`config.mk`:
```
export PLATFORM = sky130hd
export DESIGN_NAME = frame_cmd_sequencer
export DESIGN_NICKNAME = d
export VERILOG_FILES = /design/src/rtl/frame_cmd_sequencer_pkg.sv /design/src/rtl/frame_cmd_sequencer_cmd_fifo.sv /design/src/rtl/frame_cmd_sequencer.sv
export SDC_FILE = /design/constraint.sdc
export NUM_CORES = 1
export LEC_CHECK = 0
export ABC_AREA = 1
export BUFFER_PORTS_ARGS = -buffer_cell sky130_fd_sc_hd__buf_2
export CAP_MARGIN = 20
export CORE_MARGIN = 1.5
export CORE_UTILIZATION = 66
export DETAILED_ROUTE_END_ITERATION = 10
export GPL_TIMING_DRIVEN = 0
export PLACE_DENSITY_LB_ADDON = 0.1
export SLEW_MARGIN = 5
export SYNTH_ARGS = -nofsm -noshare
export SYNTH_HDL_FRONTEND = slang
export SYNTH_HIERARCHICAL = 1
export SYNTH_SLANG_ARGS = --single-unit
```
`constraint.sdc`:
```
create_clock -name clk -period 8.08 [get_ports clk]
set_input_delay 0 -clock clk [delete_from_list [all_inputs] [get_ports clk]]
set_output_delay 0 -clock clk [all_outputs]
set_load 0.01 [all_outputs]
```
`src/rtl/frame_cmd_sequencer_pkg.sv`:
```
// Shared definitions for the frame command sequencer: command word layout,
// info codes, FSM state encoding and raster defaults.
package frame_cmd_sequencer_pkg;

    localparam logic [3:0] INFO_WRITE          = 4'b0001;
    localparam logic [3:0] INFO_FLUSH          = 4'b1111;
    localparam logic [9:0] VBLANK_LINE_DEFAULT = 10'd480;

    // Field order matches the command word from bit 31 down to bit 0.
    typedef struct packed {
        logic [5:0]  sub_comp;
        logic [4:0]  child;
        logic [3:0]  info;
        logic [2:0]  cmd_type;
        logic        pp_selc;
        logic [12:0] msg;
    } cmd_word_t;

    typedef enum logic [1:0] {
        ST_IDLE        = 2'b00,
        ST_WAIT_VBLANK = 2'b01,
        ST_FLUSH       = 2'b10
    } seq_state_e;

    function automatic cmd_word_t retarget_word(input cmd_word_t w, input logic back);
        cmd_word_t r;
        r         = w;
        r.pp_selc = back;
        return r;
    endfunction

    function automatic cmd_word_t flush_word(input logic back);
        cmd_word_t r;
        r         = '0;
        r.info    = INFO_FLUSH;
        r.pp_selc = back;
        return r;
    endfunction

endpackage

```
`src/rtl/frame_cmd_sequencer_cmd_fifo.sv`:
```
// Single-clock command FIFO with registered occupancy and full/empty flags.
// The head word is presented combinationally from the read pointer.
module cmd_fifo #(
    parameter int DEPTH = 16,
    parameter int WIDTH = 32
) (
    input  logic             clk,
    input  logic             reset,
    input  logic             push_i,
    input  logic [WIDTH-1:0] push_data_i,
    input  logic             pop_i,
    output logic [WIDTH-1:0] head_o,
    output logic             full_o,
    output logic             empty_o
);

    localparam int AW = $clog2(DEPTH);

    logic [WIDTH-1:0] mem_q [DEPTH];
    logic [AW-1:0]    wr_ptr_q;
    logic [AW-1:0]    rd_ptr_q;
    logic [AW:0]      count_q;
    logic [AW:0]      count_d;
    logic             full_q;
    logic             empty_q;
    logic             do_push_s;
    logic             do_pop_s;

    assign do_push_s = push_i && !full_q;
    assign do_pop_s  = pop_i && !empty_q;
    assign head_o    = mem_q[rd_ptr_q];
    assign full_o    = full_q;
    assign empty_o   = empty_q;

    // Occupancy next-state; simultaneous push and pop leave it unchanged.
    always_comb begin
        count_d = count_q;
        case ({do_push_s, do_pop_s})
            2'b10:   count_d = count_q + (AW+1)'(1);
            2'b01:   count_d = count_q - (AW+1)'(1);
            default: count_d = count_q;
        endcase
    end

    // Pointers, count and flags; pointers wrap naturally at the power-of-2 depth.
    always_ff @(posedge clk or negedge reset) begin
        if (!reset) begin
            wr_ptr_q <= '0;
            rd_ptr_q <= '0;
            count_q  <= '0;
            full_q   <= 1'b0;
            empty_q  <= 1'b1;
        end else begin
            if (do_push_s) begin
                wr_ptr_q <= wr_ptr_q + AW'(1);
            end
            if (do_pop_s) begin
                rd_ptr_q <= rd_ptr_q + AW'(1);
            end
            count_q <= count_d;
            full_q  <= (count_d == (AW+1)'(DEPTH));
            empty_q <= (count_d == '0);
        end
    end

    // Storage array; contents need no reset since the flags gate every read.
    always_ff @(posedge clk) begin
        if (do_push_s) begin
            mem_q[wr_ptr_q] <= push_data_i;
        end
    end

endmodule

```
`src/rtl/frame_cmd_sequencer.sv`:
```
// Queues software display commands and broadcasts them to the sub-components,
// retargeting each at the back buffer and flipping buffers on vertical blank.
module frame_cmd_sequencer
    import frame_cmd_sequencer_pkg::*;
#(
    parameter int         FIFO_DEPTH  = 16,
    parameter logic [9:0] VBLANK_LINE = VBLANK_LINE_DEFAULT
) (
    input  logic        clk,
    input  logic        reset,
    input  logic        cmd_valid,
    input  logic [31:0] cmd_data,
    output logic        cmd_ready,
    input  logic [9:0]  hcount,
    input  logic [9:0]  vcount,
    output logic [31:0] writedata,
    output logic        front_sel,
    output logic [15:0] frame_count
);

    seq_state_e  state_q;
    seq_state_e  state_d;
    logic [31:0] wd_q;
    logic [31:0] wd_d;
    logic        front_q;
    logic        front_d;
    logic [15:0] fc_q;
    logic [15:0] fc_d;
    logic        vb_level_q;
    logic        alive_q;

    cmd_word_t   fifo_head_s;
    logic        fifo_full_s;
    logic        fifo_empty_s;
    logic        push_s;
    logic        pop_s;
    logic        vb_level_s;
    logic        vblank_rise_s;
    logic        unused_hcount_s;

    assign unused_hcount_s = ^hcount;

    assign cmd_ready     = alive_q && !fifo_full_s;
    assign push_s        = cmd_valid && cmd_ready;
    assign pop_s         = (state_q == ST_IDLE) && !fifo_empty_s;
    assign vb_level_s    = (vcount >= VBLANK_LINE);
    assign vblank_rise_s = vb_level_s && !vb_level_q;

    assign writedata   = wd_q;
    assign front_sel   = front_q;
    assign frame_count = fc_q;

    cmd_fifo #(
        .DEPTH (FIFO_DEPTH),
        .WIDTH (32)
    ) u_cmd_fifo (
        .clk         (clk),
        .reset       (reset),
        .push_i      (push_s),
        .push_data_i (cmd_data),
        .pop_i       (pop_s),
        .head_o      (fifo_head_s),
        .full_o      (fifo_full_s),
        .empty_o     (fifo_empty_s)
    );

    // Sequencer next-state: a commit parks the FSM until the next vblank edge.
    always_comb begin
        state_d = state_q;
        wd_d    = 32'h0000_0000;
        front_d = front_q;
        fc_d    = fc_q;
        case (state_q)
            ST_IDLE: begin
                if (pop_s) begin
                    if (fifo_head_s.info == INFO_FLUSH) begin
                        state_d = ST_WAIT_VBLANK;
                    end else begin
                        wd_d = retarget_word(fifo_head_s, !front_q);
                    end
                end else begin
                    state_d = ST_IDLE;
                end
            end
            ST_WAIT_VBLANK: begin
                if (vblank_rise_s) begin
                    state_d = ST_FLUSH;
                    wd_d    = flush_word(!front_q);
                end else begin
                    state_d = ST_WAIT_VBLANK;
                end
            end
            ST_FLUSH: begin
                state_d = ST_IDLE;
                front_d = !front_q;
                fc_d    = fc_q + 16'd1;
            end
            default: begin
                state_d = ST_IDLE;
            end
        endcase
    end

    // Registered FSM state, broadcast word, buffer select and flip counter.
    always_ff @(posedge clk or negedge reset) begin
        if (!reset) begin
            state_q    <= ST_IDLE;
            wd_q       <= 32'h0000_0000;
            front_q    <= 1'b0;
            fc_q       <= 16'h0000;
            vb_level_q <= 1'b0;
            alive_q    <= 1'b0;
        end else begin
            state_q    <= state_d;
            wd_q       <= wd_d;
            front_q    <= front_d;
            fc_q       <= fc_d;
            vb_level_q <= vb_level_s;
            alive_q    <= 1'b1;
        end
    end

endmodule

```
# [After elaboration in Yosys (flattened, before gate mapping)]
# Memory sizes are Yosys's and may differ from the RTL's.
# Index checks and enable logic that the tools add are counted.
[classes] add_sub_neg=5 n_mul=0 div_mod_pow=0 magnitude_cmp=1 n_eq_ne=7 shifts=0 mux=11 bitwise=0 n_reduce_logical=12
[ops] operator="$mux W32" n=2
[ops] operator="$pmux W32 S2" n=1
[ops] operator="$mux W21" n=1
[ops] operator="$add A16 B1 Y16 const B" n=1
[ops] operator="$ge A10 B9 Y1 const B" n=1
[ops] operator="$pmux W5 S2" n=1
[ops] operator="$add A4 B1 Y4 const B" n=2
[ops] operator="$logic_and A1 B1 Y1" n=6
[ops] operator="$mux W2" n=3
[ops] operator="$add A5 B1 Y5 const B" n=1
[ops] operator="$eq A5 B5 Y1 const B" n=1
[ops] operator="$logic_not A5 Y1" n=1
[ops] operator="$sub A5 B1 Y5 const B" n=1
[ops] operator="$eq A2 B1 Y1 const B" n=2
[ops] operator="$eq A2 B2 Y1 const B" n=2
[ops] operator="$eq A4 B4 Y1 const B" n=1
[ops] operator="$logic_not A1 Y1" n=4
[ops] operator="$pmux W2 S2" n=1
[ops] operator="$ne A3 B3 Y1 const B" n=1
[ops] operator="$logic_not A2 Y1" n=1
[ops] operator="$mux W1" n=2
[word_totals] regBits=68 latchBits=0 mem_bits_rw=512 mem_bits_ro=0 in_bits=55 output_inout_bits=50 wordCells=48 mem_count=1
[mem_list] name="u_cmd_fifo.mem_q" depth=16 width=32 read_ports=1 rd_clocked_by_memory_dff=0 wr=1 line_no="frame_cmd_sequencer_cmd_fifo.sv:19" rtl="logic [WIDTH-1:0] mem_q [DEPTH];"

# [Logic depth before layout (Yosys ltp)]
[depth] depth_word=7 mapped_depth=19 depth_no_buf=19

# [Hierarchy]
# The synthesis kept the hierarchy.
[by_module_without_submodules] mod="cmd_fifo" n_inst=1 cells_per_inst=1612 area_each_um2=20980.1
[by_module_without_submodules] mod="frame_cmd_sequencer" n_inst=1 cells_per_inst=221 area_each_um2=2142.1

# [Worst setup path before layout]
# Ideal clock, no wire load.
[synth_path] path_kind="reg2reg" start="reg u_cmd_fifo.full_q, in the netlist u_cmd_fifo/full_o" end="mem u_cmd_fifo.mem_q[11][0] (enable)" arrival_time_ps=2528 required_ps=7659 path_slack_ps=5131 stages_incl_launch_ff=6 path_cell_list="dfrtp_1 nor3b_1 inv_1 nor2_1 nand2_1 nor2_1"
[synth_via] elab_chain_len=6
[synth_rtl] item="from (decl)" line_no="frame_cmd_sequencer_cmd_fifo.sv:24" rtl="logic full_q;"
[synth_rtl] item="from (signal assigned)" line_no="frame_cmd_sequencer_cmd_fifo.sv:61" rtl="full_q <= (count_d == (AW+1)'(DEPTH));"
[synth_rtl] item="$logic_not A1 Y1" line_no="frame_cmd_sequencer.sv:43" rtl="assign cmd_ready = alive_q && !fifo_full_s;"
[synth_rtl] item="$logic_and A1 B1 Y1" line_no="frame_cmd_sequencer.sv:43"
[synth_rtl] item="$logic_and A1 B1 Y1" line_no="frame_cmd_sequencer.sv:44" rtl="assign push_s = cmd_valid && cmd_ready;"
[synth_rtl] item="named net push_s" line_no="frame_cmd_sequencer.sv:35" rtl="logic push_s;"
[synth_rtl] item="$logic_and A1 B1 Y1" line_no="frame_cmd_sequencer_cmd_fifo.sv:29" rtl="assign do_push_s = push_i && !full_q;"
[synth_rtl] item="$mux W1" line_no="frame_cmd_sequencer_cmd_fifo.sv:68" rtl="if (do_push_s) begin"
[synth_rtl] item="$mux W1 (not written as such)" line_no="frame_cmd_sequencer_cmd_fifo.sv:69" rtl="mem_q[wr_ptr_q] <= push_data_i;"
[synth_rtl] item="to (decl)" line_no="frame_cmd_sequencer_cmd_fifo.sv:19"
# The timed path passes the listed nets, and every way through them passes these cells.

==> results.cfg <==
[run_status]
outcome = completed

[worst_setup_path]
r2r_start = u_cmd_fifo/rd_ptr_q[2]$_DFFE_PN0N_
cp.required_ps = 8550
crit_type = reg2reg
critPathLaunchType = register
crit-reg2reg-capture = writedata[28]$_DFF_PN0_
crit_arrival_ps = 4440
ff2ff_setup_slack_ps = 4110
worstSetupEndpointType = register
worst-r2r-cell-count = 10
critPathMaxFanout = 10

[cells_and_area]
fill_cells = 1973
syn_to_final_growth_pct = 16.8
multi_input_area_um2 = 5310
fin_cells = 2480
final_layout_size_suffix_gt1_share_pct = 13.0
seqCellArea_um2 = 16600
layout.nets = 2053

[clock_tree]
cts.htree.levels = 2
clkSinkCount = 564
cts_hold_buf = 37
cts_tree = yes
cts-root-buf = clkbuf_16
clk_latency_ps = 580
cts_buffer_depth = 3
cts_buffers = 54
postCtsResizedCells = 0
clk_pin_slew_ps = 60
post_cts_buffers = 0

[synthesis]
synth_nets = 1855
postSynthAreaPerCell_um2 = 12.6
synthCells = 1790
synth_area_um2 = 22500
yosys_warnings = 6

[floorplan]
coreArea_um2 = 33500
die_area_um2 = 35200
start_util_pct = 67.1
die_w_um = 188
die_h_um = 188
io_pins = 105
num_rows = 67

[routing]
initialDrtViolationCount = 2532
vias = 16180
finalWirelength_um = 67000
drt-pass1-iter-count = 5
ant_nets = 0
drc = 0
wl_per_cell_um = 27.0
viasPerCell = 6.52

[min_path]
hold_end = vb_level_q$_DFF_PN0_
min-delay-start = vcount[8]
hold_depth = 4
hold_path_class = in2reg

[sta]
finClkSkew_ps = 12.1
finalMaxSlewViolations = 0
max_slew.worst_pin.slew_ps = 1240
max_freq_ghz = 0.252
setup_viol = 0
rsz0062_at_grt = no
hold_viol = 0
min_period_ps = 3970
finalSetupTns_ps = 0
max_slew_margin_pct = 17.5
finalCritPeriodShare_pct = 49.2

[place]
portBuffers = 88
placed_cells = 2343
place_hpwl_um = 41100
globalplace.congestion = 0.881

[global_route]
grt_pass1_wl_um = 97100
grt_max_degree = 48
busiest_layer = met2
antenna_found_initial = 0
grt_pass1_vias = 15878
grt_util_all_layers_pct = 38.4
use_met1_pct = 50.1
grt_use_met2_pct = 60.4
use_met3_pct = 9.47
overflow = 0

[run]
maxCapViolCount = 0

[power_and_ir_drop]
power_density_nw_per_um2 = 377
p_leak_nw = 9.40
vdd_drop_max_mv = 0.245
## worst max-delay path by stage
stage,to,cells after the start,start
finish,writedata[28]$_DFF_PN0_,10,u_cmd_fifo/rd_ptr_q[2]$_DFFE_PN0N_
global route,writedata[28]$_DFF_PN0_,10,u_cmd_fifo/rd_ptr_q[2]$_DFFE_PN0N_
CTS,writedata[28]$_DFF_PN0_,10,u_cmd_fifo/rd_ptr_q[2]$_DFFE_PN0N_
detailed placement,writedata[28]$_DFF_PN0_,10,u_cmd_fifo/rd_ptr_q[2]$_DFFE_PN0N_
global placement,u_cmd_fifo/mem_q[8][11]$_DFFE_PP_,5,u_cmd_fifo/full_o$_DFF_PN0_
floorplan,u_cmd_fifo/mem_q[11][0]$_DFFE_PP_,5,u_cmd_fifo/full_o$_DFF_PN0_
## sequential cells by signal, indices dropped and copies added (netlist names)
signal and flops:
vb_level_q 1, writedata 32, state_q 2, u_cmd_fifo/full_o 1, frame_count 16, u_cmd_fifo/count_q 5
alive_q 1, u_cmd_fifo/wr_ptr_q 4, u_cmd_fifo/empty_o 1, u_cmd_fifo/mem_q 496, u_cmd_fifo/rd_ptr_q 4, front_sel 1
## cell usage in the layout (no fill, tap or decap), drive strengths merged, types with 12 or more instances in the layout
cell	n
inv	48
dlygate4sd3	36
nand2	132
edfxtp	496
dfrtp	67
clkinv	26
buf	154
clkbuf	126
nand3	52
nor2	426
o211ai	124
o21ai	280
xor2	12
## worst max-delay path: stages (launching register included)
cell and delay (ps):
dfrtp_1 330, buf_2 170, clkbuf_1 460, buf_1 970
o211ai_1 230, nand3_1 160, nand2_1 120, nand4_1 170
clkbuf_1 800, nand2_1 190, nor2_1 260
## layer usage
| metal | wire length, um | vias up |
|---|---|---|
| met2 | 30800 | 1342 |
| met4 | 3630 | 0 |
| met5 | 0 | - |
| li1 | - | 6806 |
| met1 | 22800 | 7755 |
| met3 | 9710 | 277 |
## power by group
group	internal, mW	leakage (nW)	switching (mW)
Clock	1.60	0.924	1.06
Combinational	1.00	3.14	2.73
Sequential	3.44	5.33	0.0921
Total	6.04	9.40	3.88
## through the flow
step | setup slack, ps | total power [mW] | instance area (um^2) | util, % | hold WS (ps)
floorplan | 5170 | 5.64 | 22500 | - | -296
finish | 4110 | 9.92 | 26300 | 78.4 | 250
CTS | 4430 | 9.76 | 26300 | 78.4 | 246
global placement | 3350 | 6.89 | 23500 | 70.1 | 236
detailed placement | 4470 | 7.08 | 24000 | 71.7 | -49.2
global route | 4270 | 10.2 | 26300 | 78.4 | 291
## cell type report
cell class | instances | share of cell area (%)
Sequential cell | 564 | 63.1
Multi-Input combinational cell | 1065 | 20.2
Clock buffer | 63 | 5.51
Timing Repair Buffer | 142 | 4.65
Tap cell | 448 | 2.13
Buffer | 111 | 2.04
Clock inverter | 36 | 1.63
Inverter | 50 | 0.723
Antenna cell | 1 | 0.00952
Note: power is estimated with default switching activity, not from simulation.
